## src/rtl/fir_pkg.sv

```systemverilog
// ---------------------------------------------------------------------------
// fir_pkg : shared FSM state type and arithmetic helpers for fir_tdm_mac
// Revision: 1.0
// ---------------------------------------------------------------------------
`default_nettype none

package fir_pkg;

  typedef enum logic [1:0] {
    IDLE = 2'd0,
    MAC  = 2'd1,
    OUT  = 2'd2
  } state_t;

  localparam int RS_W = 64;

  function automatic int acc_width(input int data_w, input int coef_w, input int ntaps);
    return data_w + coef_w + $clog2(ntaps);
  endfunction

  // Round half up at the coefficient binary point, then clamp to the data range.
  function automatic logic signed [RS_W-1:0] round_sat(input logic signed [RS_W-1:0] acc,
                                                       input int coef_frac,
                                                       input int data_w);
    logic signed [RS_W-1:0] half;
    logic signed [RS_W-1:0] r;
    logic signed [RS_W-1:0] hi;
    logic signed [RS_W-1:0] lo;
    r = acc;
    if (coef_frac > 0) begin
      half = 64'sd1 <<< (coef_frac - 1);
      r    = (acc + half) >>> coef_frac;
    end
    hi = (64'sd1 <<< (data_w - 1)) - 64'sd1;
    lo = -(64'sd1 <<< (data_w - 1));
    if (r > hi) begin
      r = hi;
    end else if (r < lo) begin
      r = lo;
    end
    return r;
  endfunction

endpackage

`default_nettype wire

```

## src/rtl/fir_mac_unit.sv

```systemverilog
// ---------------------------------------------------------------------------
// fir_mac_unit : signed multiplier feeding a clearable full-precision accumulator
// Revision: 1.0
// ---------------------------------------------------------------------------
`default_nettype none

module fir_mac_unit #(
  parameter int DATA_W = 8,
  parameter int COEF_W = 8,
  parameter int ACC_W  = 19
) (
  input  logic                     clock,
  input  logic                     nreset,
  input  logic                     clr_i,
  input  logic                     en_i,
  input  logic signed [DATA_W-1:0] a_i,
  input  logic signed [COEF_W-1:0] b_i,
  output logic signed [ACC_W-1:0]  acc_o
);

  localparam int PROD_W = DATA_W + COEF_W;

  logic signed [PROD_W-1:0] prod;
  logic signed [ACC_W-1:0]  acc_q;
  logic signed [ACC_W-1:0]  acc_d;

  assign prod = a_i * b_i;

  always_comb begin
    acc_d = acc_q;
    if (clr_i) begin
      acc_d = '0;
    end else if (en_i) begin
      acc_d = acc_q + {{(ACC_W-PROD_W){prod[PROD_W-1]}}, prod};
    end
  end

  always_ff @(posedge clock or negedge nreset) begin
    if (!nreset) begin
      acc_q <= '0;
    end else begin
      acc_q <= acc_d;
    end
  end

  assign acc_o = acc_q;

endmodule

`default_nettype wire

```

## src/rtl/fir_tdm_mac.sv

```systemverilog
// ---------------------------------------------------------------------------
// fir_tdm_mac : programmable FIR sharing one MAC across NTAPS cycles per output
// Revision: 1.0
// ---------------------------------------------------------------------------
`default_nettype none

module fir_tdm_mac
  import fir_pkg::*;
#(
  parameter int DATA_W    = 8,
  parameter int COEF_W    = 8,
  parameter int COEF_FRAC = 7,
  parameter int NTAPS     = 10
) (
  input  logic                       clock,
  input  logic                       nreset,
  input  logic                       in_valid,
  output logic                       in_ready,
  input  logic signed [DATA_W-1:0]   in_data,
  output logic                       out_valid,
  output logic signed [DATA_W-1:0]   out_data,
  input  logic                       coef_we,
  input  logic [$clog2(NTAPS)-1:0]   coef_addr,
  input  logic signed [COEF_W-1:0]   coef_wdata,
  output logic                       busy
);

  localparam int ADDR_W = $clog2(NTAPS);
  localparam int ACC_W  = acc_width(DATA_W, COEF_W, NTAPS);

  state_t                    state_q;
  state_t                    state_d;
  logic [ADDR_W-1:0]         k_q;
  logic [ADDR_W-1:0]         k_d;
  logic signed [DATA_W-1:0]  x_q [NTAPS];
  logic signed [COEF_W-1:0]  c_q [NTAPS];
  logic signed [ACC_W-1:0]   acc;
  logic signed [DATA_W-1:0]  sat_val;
  logic signed [DATA_W-1:0]  out_data_q;
  logic                      out_valid_q;
  logic                      accept;
  logic                      last_tap;
  logic                      coef_wr;

  assign accept   = in_valid && (state_q == IDLE);
  assign last_tap = (k_q == ADDR_W'(NTAPS - 1));
  assign coef_wr  = coef_we && (state_q == IDLE) && (int'(coef_addr) < NTAPS);

  always_comb begin
    state_d = state_q;
    k_d     = k_q;
    case (state_q)
      IDLE: begin
        if (accept) begin
          state_d = MAC;
          k_d     = '0;
        end
      end
      MAC: begin
        if (last_tap) begin
          state_d = OUT;
        end else begin
          k_d = k_q + 1'b1;
        end
      end
      OUT:     state_d = IDLE;
      default: state_d = IDLE;
    endcase
  end

  always_ff @(posedge clock or negedge nreset) begin
    if (!nreset) begin
      state_q <= IDLE;
      k_q     <= '0;
    end else begin
      state_q <= state_d;
      k_q     <= k_d;
    end
  end

  // A write landing on the accept edge is already visible when MAC starts.
  always_ff @(posedge clock or negedge nreset) begin
    if (!nreset) begin
      for (int i = 0; i < NTAPS; i++) begin
        x_q[i] <= '0;
        c_q[i] <= '0;
      end
    end else begin
      if (coef_wr) begin
        c_q[coef_addr] <= coef_wdata;
      end
      if (accept) begin
        x_q[0] <= in_data;
        for (int i = 1; i < NTAPS; i++) begin
          x_q[i] <= x_q[i-1];
        end
      end
    end
  end

  fir_mac_unit #(
    .DATA_W (DATA_W),
    .COEF_W (COEF_W),
    .ACC_W  (ACC_W)
  ) u_mac (
    .clock  (clock),
    .nreset (nreset),
    .clr_i  (accept),
    .en_i   (state_q == MAC),
    .a_i    (x_q[k_q]),
    .b_i    (c_q[k_q]),
    .acc_o  (acc)
  );

  assign sat_val = DATA_W'(round_sat({{(RS_W-ACC_W){acc[ACC_W-1]}}, acc}, COEF_FRAC, DATA_W));

  always_ff @(posedge clock or negedge nreset) begin
    if (!nreset) begin
      out_valid_q <= 1'b0;
      out_data_q  <= '0;
    end else begin
      out_valid_q <= (state_q == OUT);
      if (state_q == OUT) begin
        out_data_q <= sat_val;
      end
    end
  end

  assign in_ready  = (state_q == IDLE);
  assign busy      = (state_q != IDLE);
  assign out_valid = out_valid_q;
  assign out_data  = out_data_q;

endmodule

`default_nettype wire

```

## config.mk

```make
export PLATFORM = sky130hd
export DESIGN_NAME = fir_tdm_mac
export DESIGN_NICKNAME = d
export VERILOG_FILES = /design/src/rtl/fir_pkg.sv /design/src/rtl/fir_mac_unit.sv /design/src/rtl/fir_tdm_mac.sv
export SDC_FILE = /design/constraint.sdc
export NUM_CORES = 1
export LEC_CHECK = 0
export ABC_AREA = 1
export CORE_AREA = 2 2 174 193
export DETAILED_ROUTE_END_ITERATION = 12
export DIE_AREA = 0 0 176 195
export GPL_TIMING_DRIVEN = 1
export HOLD_SLACK_MARGIN = 0.02
export PLACE_DENSITY = 0.59
export SLEW_MARGIN = 20
export SYNTH_ARGS = -nofsm -noshare
export SYNTH_HDL_FRONTEND = slang
export SYNTH_SLANG_ARGS = --single-unit
export TNS_END_PERCENT = 100
```

## constraint.sdc

```tcl
create_clock -name clock -period 7.58 [get_ports clock]
set_input_delay 0.758 -clock clock [delete_from_list [all_inputs] [get_ports clock]]
set_output_delay 0.758 -clock clock [all_outputs]
set_load 0.01 [all_outputs]
```

# Word level (Yosys, flattened, before mapping)
# Index checks and enable logic that the tools add are counted.
[classes]
add_sub_neg = 3
mul = 1
order_cmp = 6
eq_ne = 6
n_mux = 19
bitwise = 2
reduce_logical = 10
[op_table]
columns = ["cell", "count"]
rows = [
  ["bitwise mux 80 bit", 1],
  ["binary-select mux 8 bit (select 4 bit)", 2],
  ["2-to-1 mux 8 bit", 7],
  ["2-to-1 mux 20 bit", 2],
  ["demux 8 bit (select 4 bit)", 1],
  ["adder 20 x 8 -> 21 bit (second input constant)", 1],
  ["adder 20 bit", 1],
  ["multiplier 8 x 8 -> 16 bit", 1],
  ["greater-than comparator 14 x 8 -> 1 bit (second input constant)", 1],
  ["< comparator 14 x 8 -> 1 bit (second input constant)", 1],
  ["greater-or-equal comparator 5 bit (second input constant)", 2],
  ["inverter 4 -> 5 bit", 2],
  ["2-to-1 mux 4 bit", 2],
  ["one-hot mux 4 bit (2 select lines)", 1],
  ["nonzero test 2 bit", 3],
  ["< comparator 5 x 1 -> 1 bit (second input constant)", 1],
  ["adder 4 x 1 -> 4 bit (second input constant)", 1],
  ["== test 4 bit (second input constant)", 1],
  ["logical AND 1 bit", 4],
  ["< comparator 4 bit (second input constant)", 1],
  ["2-to-1 mux 2 bit", 2],
  ["!= test 2 bit (second input constant)", 2],
  ["one-hot mux 2 bit (2 select lines)", 1],
  ["AND reduction 3 bit", 1],
  ["5 further kinds", 5],
]
[word_totals]
regBits = 195
out_inout_bits = 11
elab_cells = 72

# Logic depth before layout (Yosys ltp)
[depth]
ltp_word = 8
ltp_mapped = 39
mapped_depth_nobuf = 36

# Hierarchy
# Synthesis repeated with hierarchy kept, for this count alone.
[hier_totals]
cells_unflattened = 1693
hier_area_um2 = 13075.0
[modules_own_cells]
columns = ["module", "instances", "cells_each", "area_per_inst_um2", "seq_area_each_um2"]
rows = [
  ["fir_tdm_mac", 1, 1005, 8378.0, 4379.2],
  ["fir_mac_unit", 1, 688, 4697.0, 500.5],
]

# Worst setup path after synthesis
# Ideal clock, no wire load.
[synth_timing]
path_kind = "flip-flop to flip-flop"
start = "register k_q[0]"
end = "register u_mac.acc_q[17] (netlist: u_mac.acc_o[17])"
setup_ns = 0.129
t_arrival_ns = 5.942
required_ns = 7.451
setup_slack_ns = 1.509
stages_incl_launch_ff = 36
path_buffers = 3
synth_period_minus_slack_ns = 6.071
cell_sequence = "dfrtp_1 buf_4 inv_2 buf_4 buf_2 a21oi_1 o21ai_0 nand3_1 nand3_1 nand2_2 nand2_1 inv_1 fa_1 inv_1 fa_1 inv_1 fa_1 inv_1 fa_1 inv_1 ha_1 nand2_1 nor2_1 nand3_1 nand3_1 inv_1 nand2_1 nand2_1 ha_1 nand2_1 nor3_1 nand4_1 nand3_1 a21oi_1 o21ai_0 o21ai_0"
[synth_via]
elab_chain_len = 8
elab_cells_between_ends = 11
classes_between = "add/sub: 1; mul: 1; mux: 8; bitwise: 1"
[synth_rtl]
columns = ["item", "line", "source"]
rows = [
  ["start, declared", "fir_tdm_mac.sv:33", "logic [ADDR_W-1:0] k_q;"],
  ["start signal, assigned", "fir_tdm_mac.sv:77", "k_q <= k_d;"],
  ["inverter 4 -> 5 bit (not written as such) (*)", "fir_tdm_mac.sv:110, fir_tdm_mac.sv:111", ""],
  ["binary-select mux 8 bit (select 4 bit) (on tied branches)", "fir_tdm_mac.sv:110, fir_tdm_mac.sv:111", ""],
  ["2-to-1 mux 8 bit (on tied branches) (2 in series)", "fir_tdm_mac.sv:110, fir_tdm_mac.sv:111", ""],
  ["multiplier 8 x 8 -> 16 bit (*)", "fir_mac_unit.sv:27", "assign prod = a_i * b_i;"],
  ["adder 20 bit (*)", "fir_mac_unit.sv:34", "acc_d = acc_q + {{(ACC_W-PROD_W){prod[PROD_W-1]}}, prod};"],
  ["2-to-1 mux 20 bit (*)", "fir_mac_unit.sv:33", "end else if (en_i) begin"],
  ["2-to-1 mux 20 bit (*)", "fir_mac_unit.sv:31", "if (clr_i) begin"],
  ["end signal, assigned", "fir_mac_unit.sv:40", "acc_q <= '0;"],
  ["end signal, assigned", "fir_mac_unit.sv:42", "acc_q <= acc_d;"],
  ["end, declared", "fir_mac_unit.sv:24", "logic signed [ACC_W-1:0] acc_q;"],
]
# Mark *: on every way between the ends. The rest lies on a longest branch, timed or not. The select of a mux whose other input is x is not followed.
# A chain may end at the register's enable or synchronous reset.

# Final worst setup path
[layout_timing]
start = "register k_q[2]"
end = "register u_mac.acc_q[17] (netlist: u_mac.acc_o[17])"
# Same word-level chain as after synthesis.

==> flow_metrics.tcl <==
set metrics [dict create \
    use_met2 0.327 \
    worstPathArrival_ps 7270 \
    syn_nets 1787 \
    layout_commonest_cell "nand2_1" \
    cts_tree "yes" \
    grt_util_met3 0.0269 \
    ios 35 \
    fill_cells 3266 \
    slew_headroom 0.408 \
    grt_max_degree 81 \
    hold_viol 0 \
    syn_inst 1655 \
    fin_cells 2105 \
    insertion_delay_ps 450 \
    final_cell_mix "nand2_1 (407), inv_1 (265), o21ai_0 (261)" \
    yosys-top-cells-area "dfrtp_1 (38%), nand2_1 (12%), o21ai_0 (10%), fa_1 (8.8%), inv_1 (7.8%)" \
    gr-total-overflow 0 \
    path_class "register to register" \
    diodes 0 \
    fp.dieArea_um2 34300 \
    grt_pass1_wl_um 53100 \
    vias 10500 \
    dp_slack_ps 655 \
    fin_crit_ps 6930 \
    antenna_found_initial 0 \
    skew_ps 17.0 \
    grt_pass1_vias 10500 \
    hp-class "input pin to async pin" \
    wl_um 31500 \
    viasPerCell 4.98 \
    slew_violations 0 \
    setup_viol_count_final 0 \
    critPathMaxFanout 10 \
    postCtsSetupRepairBufs 0 \
    grt_busiest_layer "met2" \
    yosysTopAreaCell "dfrtp_1" \
    synth_area_um2 12700 \
    h-tree-depth 4 \
    cp-start-kind "register" \
    cts.sinks 195 \
    port_buffers 34 \
    clkTransAtPathRegs_ps 90 \
    synth_cell_types 42 \
    max_slew.worst_pin.slew_ps 889 \
    timing.setup.tns_ps 0 \
    grt_util_met1 0.261 \
    path_common_cell "inv_1" \
    syn_avg_cell_area_um2 7.69 \
    drc 0 \
    ys_ff_latch 195 \
    die_x_um 176 \
    slowest_delay_ps 590 \
    end_kind "register" \
    die_height_um 195 \
    drtAntennaViolNets 0 \
    outcome "finished, final reports clean" \
    worstPathRequired_ps 7920 \
    drv_cap 0 \
    cts.path.max_buffers 2 \
    drt-initial-drc-count 744 \
    crit_buf_inv 8 \
    layout-drive-gt1-share 0.0494 \
    dp_hpwl_um 22800 \
    ys_warn_count 0 \
    clock.fmax_mhz 144 \
    area_delta_synth_final_pct 10.6 \
    netlist.area_leader.share 0.383 \
    critPathTopFamily "adder cells" \
    rsz0062_at_grt "false" \
    setup_ws_ps 651 \
    synth_seq_area_share 0.383 \
    clockRootBuffer "clkbuf_16" \
    slowest_stage "fa_1" \
    fin_nets 1798 \
    core-area_um2 32200 \
    cts_made_buffers 17 \
    dp_cells 2073 \
    placementRows 69 \
    drt_first_pass_iters 5 \
    track_usage 0.193 \
    start_util 0.395 \
    period_share 0.914 \
    avgRoutedWirePerCell_um 15.0 \
    gp_congestion 0.876 \
]
final timing paths:
| kind | start | end | slack (ps) | depth (start not counted) |
|---|---|---|---|---|
| worst min-delay path | nreset | x_q[33] | 350 | 1 |
| worst max-delay path | k_q[2] | u_mac.acc_o[17] | 650 | 31 |
| worst min register to register | c_q[28] | c_q[28] | 480 | 2 |
| worst max register to register | k_q[2] | u_mac.acc_o[17] | 650 | 31 |
| min in group clock | c_q[28] | c_q[28] | 480 | 2 |
| max in group asynchronous | nreset | c_q[21] | 5870 | 2 |
metal layers:
| layer | wire (um) | up-vias |
|---|---|---|
| li1 | - | 5304 |
| met1 | 15000 | 4981 |
| met2 | 15200 | 175 |
| met3 | 960 | 26 |
| met4 | 391 | 0 |
| met5 | 0 | - |
kinds of logic (layout without fill, tap and decap cells):
group	Yosys count	in the layout	synth area share
AOI/OAI and AO/OA	392	392	0.167
xor gates and xnor gates	16	16	0.0110
adders and majority gates	108	108	0.139
buffers and inverters	329	353	0.0998
DFF	195	195	0.383
muxes	7	7	0.00550
and+or+nand+nor	608	608	0.194
worst reg2reg max path: cells and delay by family, from the launching register on:
family	cells	cell delay (ps)
buffers and inverters	8	1040
adders and majority gates	6	2970
DFF	1	440
AOI/OAI and AO/OA	5	620
and+or+nand+nor	12	1750
cell usage after synthesis (all sizes together):
cell type and instances:
buf 24, nand3 62, a31o 1, nor3b 1, nor3 8, inv 270, o2111ai 1, o22ai 6
clkinv 1, o21ai 275, a21o 2, a31oi 1, a21boi 2, ha 52, mux2i 7, o221ai 14
o21bai 4, nand2 413, a22o 1, a21oi 83, nor2 111, fa 56, nand4 10, dfrtp 195
o211ai 2, nand3b 3, clkbuf 34, xor2 16
layout make-up:
class	count	area, um2	share of cell area
multi-input combinational	1131	6590	0.468
sequential	195	4880	0.347
inverter	271	1020	0.0724
tap	426	533	0.0379
timing repair buffer	50	464	0.0330
clock buffer	18	439	0.0312
clock inverter	14	151	0.0108
stage by stage:
| stage | hold WS [ps] | instance area, um2 | util |
|---|---|---|---|
| finish | 345 | 14100 | 0.437 |
| global placement | 463 | 13500 | 0.419 |
| detailed placement | 469 | 13500 | 0.419 |
| CTS | 361 | 14100 | 0.437 |
| global route | 380 | 14100 | 0.437 |
| floorplan | 448 | 12700 | - |
state kept, by name, summed over array words and instances (netlist names):
register / count
u_mac.acc_o: 20
k_q: 4
c_q: 80
out_data: 8
state_q: 2
out_valid: 1
x_q: 80
what timing repair did:
item / 4_1_cts / 5_1_grt
setup endpoints to repair: 0 / 1
hold buffers: 0 / 0
gates resized for setup: 0 / 2
Power is not shown: default switching activity piles up to over one toggle a cycle in this logic, so the estimate is an artifact.
